<file path="src/rtl/pll1280.sv">
`default_nettype none
// +------------------------------------------------------------------------+
// | Module   : pll1280                                                     |
// | Purpose  : Synthesizable clock generator. Divides inclk0 into four     |
// |            phase-related clocks with a common time base, and provides  |
// |            a lock flag after a fixed settling count.                   |
// | Revision : 1.0 - initial release                                       |
// +------------------------------------------------------------------------+
module pll1280 #(
  parameter int DIV0        = 10,
  parameter int DIV1        = 2,
  parameter int DIV2        = 8,
  parameter int DIV3        = 8,
  parameter int PHASE0      = 0,
  parameter int PHASE1      = 0,
  parameter int PHASE2      = 0,
  parameter int PHASE3      = 2,
  parameter int LOCK_CYCLES = 64
) (
  input  logic inclk0,
  input  logic nreset,
  output logic c0,
  output logic c1,
  output logic c2,
  output logic c3,
  output logic locked
);

  localparam int            LW          = $clog2(LOCK_CYCLES + 1);
  localparam logic [LW-1:0] LOCK_TARGET = LW'(LOCK_CYCLES);

  logic [1:0]    sync;
  logic          rst_n_i;
  logic          active;
  logic [LW-1:0] lock_cnt;
  logic [LW-1:0] lock_cnt_next;
  logic          locked_next;
  logic [3:0]    clk_q;

  // Reset synchronizer: asserts asynchronously, releases after two edges.
  always_ff @(posedge inclk0 or negedge nreset) begin
    if (!nreset) sync <= 2'b00;
    else         sync <= {sync[0], 1'b1};
  end

  // sync[1] clears asynchronously with nreset, so every downstream register
  // also drops immediately, even for a pulse shorter than one inclk0 cycle.
  assign rst_n_i = sync[1];

  // Low on the edge at t=0 so the phase counters present their load value
  // there; from t=1 on they advance every edge.
  always_ff @(posedge inclk0 or negedge rst_n_i) begin
    if (!rst_n_i) active <= 1'b0;
    else          active <= 1'b1;
  end

  // Saturating lock counter next-state; locked_next lets the enables react
  // on the very edge where locked rises.
  always_comb begin
    lock_cnt_next = lock_cnt;
    if (lock_cnt != LOCK_TARGET) lock_cnt_next = lock_cnt + LW'(1);
    locked_next = locked | (lock_cnt_next == LOCK_TARGET);
  end

  // Lock counter and sticky lock flag.
  always_ff @(posedge inclk0 or negedge rst_n_i) begin
    if (!rst_n_i) begin
      lock_cnt <= '0;
      locked   <= 1'b0;
    end else begin
      lock_cnt <= lock_cnt_next;
      locked   <= locked_next;
    end
  end

  generate
    for (genvar i = 0; i < 4; i++) begin : g_chan
      localparam int DIV   = (i == 0) ? DIV0 : (i == 1) ? DIV1 :
                             (i == 2) ? DIV2 : DIV3;
      localparam int PHASE = (i == 0) ? PHASE0 : (i == 1) ? PHASE1 :
                             (i == 2) ? PHASE2 : PHASE3;
      localparam int           W    = (DIV > 1) ? $clog2(DIV) : 1;
      localparam logic [W-1:0] LOAD = W'((DIV - PHASE) % DIV);
      localparam logic [W-1:0] LAST = W'(DIV - 1);
      localparam logic [W:0]   HIGH = (W + 1)'((DIV + 1) / 2);

      logic [W-1:0] p;
      logic [W-1:0] p_next;
      logic         en;
      logic         en_next;

      // Phase counter next value (equals (t - PHASE) mod DIV at edge t) and
      // enable that only opens at the start of a high phase.
      always_comb begin
        p_next = p;
        if (active) p_next = (p == LAST) ? '0 : p + W'(1);
        en_next = en | (locked_next && (p_next == '0));
      end

      // Registered output: high for the first HIGH counts of each period.
      always_ff @(posedge inclk0 or negedge rst_n_i) begin
        if (!rst_n_i) begin
          p        <= LOAD;
          en       <= 1'b0;
          clk_q[i] <= 1'b0;
        end else begin
          p        <= p_next;
          en       <= en_next;
          clk_q[i] <= en_next && ({1'b0, p_next} < HIGH);
        end
      end
    end
  endgenerate

  assign c0 = clk_q[0];
  assign c1 = clk_q[1];
  assign c2 = clk_q[2];
  assign c3 = clk_q[3];

endmodule
`default_nettype wire

</file>
<file path="config.mk">
export PLATFORM = sky130hd
export DESIGN_NAME = pll1280
export DESIGN_NICKNAME = d
export VERILOG_FILES = /design/src/rtl/pll1280.sv
export SDC_FILE = /design/constraint.sdc
export NUM_CORES = 1
export LEC_CHECK = 0
export ABC_AREA = 1
export CAP_MARGIN = 15
export CORE_ASPECT_RATIO = 0.9
export CORE_MARGIN = 2
export CORE_UTILIZATION = 56
export CTS_BUF_LIST = sky130_fd_sc_hd__clkbuf_8
export CTS_CLUSTER_DIAMETER = 60
export DETAILED_ROUTE_END_ITERATION = 8
export GPL_TIMING_DRIVEN = 0
export PLACE_DENSITY = 0.8
export SYNTH_ARGS = -nofsm -noshare
export SYNTH_HDL_FRONTEND = slang
export SYNTH_SLANG_ARGS = --single-unit
export TNS_END_PERCENT = 1
</file>
<file path="constraint.sdc">
create_clock -name inclk0 -period 1 [get_ports inclk0]
set_input_delay 0.3 -clock inclk0 [delete_from_list [all_inputs] [get_ports inclk0]]
set_output_delay 0.3 -clock inclk0 [all_outputs]
set_load 0.01 [all_outputs]
</file>
==> impl_metrics.env <==
export IMPL_synth_seq_cells=30
export IMPL_cts_sinks=30
export IMPL_r2r_cells=12
export IMPL_fmax_mhz=622.6
export IMPL_first_global_vias=1014
export IMPL_grt_overflow=0
export IMPL_wl_met1_um=1113
export IMPL_met3WireLength_um=104
export IMPL_worst_slack_ns=-0.6060
export IMPL_final_core_util_pct=72.58
export IMPL_syn_area_per_cell_um2=9.598
export IMPL_power_mw=4.340
export IMPL_arrival_ns=1.81
export IMPL_path_clk_slew_ns=0.06
export IMPL_numCtsBuffers=5
export IMPL_crit_path_end_kind="register"
export IMPL_maxCapViolCount=0
export IMPL_synthTopCellsByArea="dfrtp_1 (51%), nand2_1 (8.8%), inv_1 (6.0%), ha_1 (5.5%), dfstp_2 (3.8%)"
export IMPL_ff2ff_setup_slack_ns=-0.61
export IMPL_clk_latency_ns=0.28
export IMPL_drt_wl_total_um=2497
export IMPL_cts_tree="done"
export IMPL_syn_cell_area_um2=1373
export IMPL_grt_antenna_before_repair=0
export IMPL_place_gp_congestion=0.8108
export IMPL_worstMarginPinSlew_ns=0.5805
export IMPL_synth_area_leader_cell="dfrtp_1"
export IMPL_synth_main_ff_cell="dfrtp_1"
export IMPL_fill_cells=171
export IMPL_path_max_fanout=5
export IMPL_synth_most_common_cell="nand2_1"
export IMPL_firstDrtPassIters=4
export IMPL_initial_core_util_pct=57.62
export IMPL_max_vdd_ir_drop_uv=2181
export IMPL_ys_types=24
export IMPL_fin_area_um2=1729
export IMPL_area_delta_synth_final_pct=25.98
export IMPL_placed_cell_area_um2=1476
export IMPL_netlist_top_cells_count="nand2_1 (32), dfrtp_1 (28), inv_1 (22)"
export IMPL_yosysSeqAreaShare_pct=54.88
export IMPL_vias=946
export IMPL_die_h_um=50.97
export IMPL_finClkSkew_ns=0.004463
export IMPL_row_count=17
export IMPL_syn_inst=143
export IMPL_grt_max_degree=29
export IMPL_die_w_um=56.19
export IMPL_io_buffers=6
export IMPL_final_nets=167
export IMPL_topRoutingLayerUsed="met4"
export IMPL_setup_viol=24
export IMPL_io_pin_count=7
export IMPL_layout_min_cycle_time_ns=1.606
export IMPL_tns_ns=-6.090
export IMPL_cts_root_buffer="clkbuf_8"
export IMPL_diodes=0
export IMPL_drtIter0Drc=18
export IMPL_synth_edf_count=0
export IMPL_htree_levels=2
export IMPL_violations="setup timing"
export IMPL_start_kind="register"
export IMPL_drive_gt1_share_pct=41.51
export IMPL_hold_worst_slack_ns=0.1816
export IMPL_synth_top_area_share_pct=51.05
export IMPL_rsz0062_at_grt="true"
export IMPL_min_path_type="input port to async pin"
export IMPL_crit_type="register to register"
export IMPL_async_reset_ff_share_pct=100.0
export IMPL_clock_path_buffers=2
export IMPL_p_leak_nw=0.8242
export IMPL_drc=0
export IMPL_placed_cells=178
export IMPL_slew_headroom_pct=61.30
export IMPL_hpwl_um=1605
export IMPL_outcome="complete, but fails checks"
export IMPL_p_per_area_nw_per_um2=2510
export IMPL_pre_cts_ws_ns=-0.5973
export IMPL_period_share_pct=160.6
export IMPL_routed_via_density=5.059
export IMPL_route_met2_wl_um=1252
export IMPL_wl_per_cell_um=13.35
export IMPL_r2r_end="c2"
export IMPL_final_max_slew_viol_count=0
export IMPL_grt_pass1_wl_um=4367
export IMPL_ys_warn_count=0
export IMPL_critPathRequiredTime_ns=1.20
export IMPL_final_hold_violation_count=0
export IMPL_dieArea_um2=2863
export IMPL_postRouteAntennaNets=0
export IMPL_core_um2=2382
export IMPL_grt_usage_pct=21.17
export IMPL_fin_cells=187
export IMPL_reg2reg_from="lock_cnt[0]"
-- per-layer routing --
layer	vias to the layer above	global-route usage, %
met5	-	0
met4	0	11.11
met3	2	7.848
met2	17	35.29
met1	458	23.94
li1	469	-
-- what timing repair did --
item,in CTS,in global routing
pin swaps,8,2
resized for setup,39,18
setup endpoints to repair,52,27
hold buffers,0,0
setup buffers,1,1
-- cells by family (layout without fill, tap and decap cells) --
kind of cell             Yosys count  in the layout  share of synthesized area (%)
buffers and inverters             26             41                          7.657
adder cells (fa/ha/maj)            6              6                          5.469
AO/OA/AOI/OAI                     10             10                          4.922
XOR/XNOR                           5              5                          3.191
other                              1              2                         0.2732
AND/OR/NAND/NOR                   65             65                          23.61
flip-flops                        30             30                          54.88
-- report_power, final --
group | total, mW | switching [mW] | internal [mW]
logic | 1.31 | 0.706 | 0.607
registers | 1.81 | 0.268 | 1.55
clock network | 1.21 | 0.418 | 0.795
-- sequential cells by signal, summed over array words and instances, names as in the netlist --
name / flops
active: 1
c0: 1
c1: 1
c2: 1
c3: 1
g_chan.en: 4
g_chan.p: 11
lock_cnt: 7
locked: 1
sync: 2
-- cell type report --
| cell class | count | area [µm²] | share of cell area (%) |
|---|---|---|---|
| sequential | 30 | 759.5 | 43.92 |
| clock buffer | 6 | 82.58 | 4.776 |
| inverter | 25 | 93.84 | 5.427 |
| tap | 28 | 35.03 | 2.026 |
| multi-input combinational | 88 | 666.9 | 38.57 |
| clock inverter | 1 | 30.03 | 1.737 |
| buffer | 1 | 11.26 | 0.6512 |
| timing repair buffer | 8 | 50.05 | 2.894 |
-- how the worst max path moves through the flow --
stage	to	slack, ns	start	cells after the start
after detailed placement	c3	-0.60	lock_cnt[0]	12
after CTS	c3	-0.58	lock_cnt[0]	12
after global placement	c3	-0.55	lock_cnt[0]	9
after floorplan	c1	-0.41	lock_cnt[0]	9
after global routing	c0	-0.73	lock_cnt[0]	12
final	c2	-0.61	lock_cnt[0]	12
-- cell usage in the layout (no fill, tap or decap), drive strengths merged --
| master | Yosys | final |
|---|---|---|
| dfrtp | 28 | 28 |
| xnor2 | 2 | 2 |
| clkbuf | 0 | 6 |
| o21bai | 1 | 1 |
| dfstp | 2 | 2 |
| a21oi | 5 | 5 |
| buf | 1 | 8 |
| ha | 6 | 6 |
| nand4 | 5 | 5 |
| nor3 | 2 | 2 |
| inv | 25 | 25 |
| bufinv | 0 | 1 |
| nand2 | 41 | 41 |
| nor2 | 9 | 9 |
| xor2 | 3 | 3 |
| o21ai | 4 | 4 |
| conb | 1 | 2 |
| clkdlybuf4s50 | 0 | 1 |
| nand3 | 8 | 8 |
-- worst max-delay path: stages, from the launching register on --
cell and delay, ns:
dfrtp_2 0.44, inv_2 0.08, ha_1 0.15, nand2_1 0.06, inv_2 0.06, nand3_2 0.08
nand2_2 0.10, nand3_2 0.10, nor2_4 0.09, nand2_2 0.06, nand2_4 0.11, nand2_2 0.07
a21oi_2 0.12
Note: power is estimated with default switching activity, not from simulation.
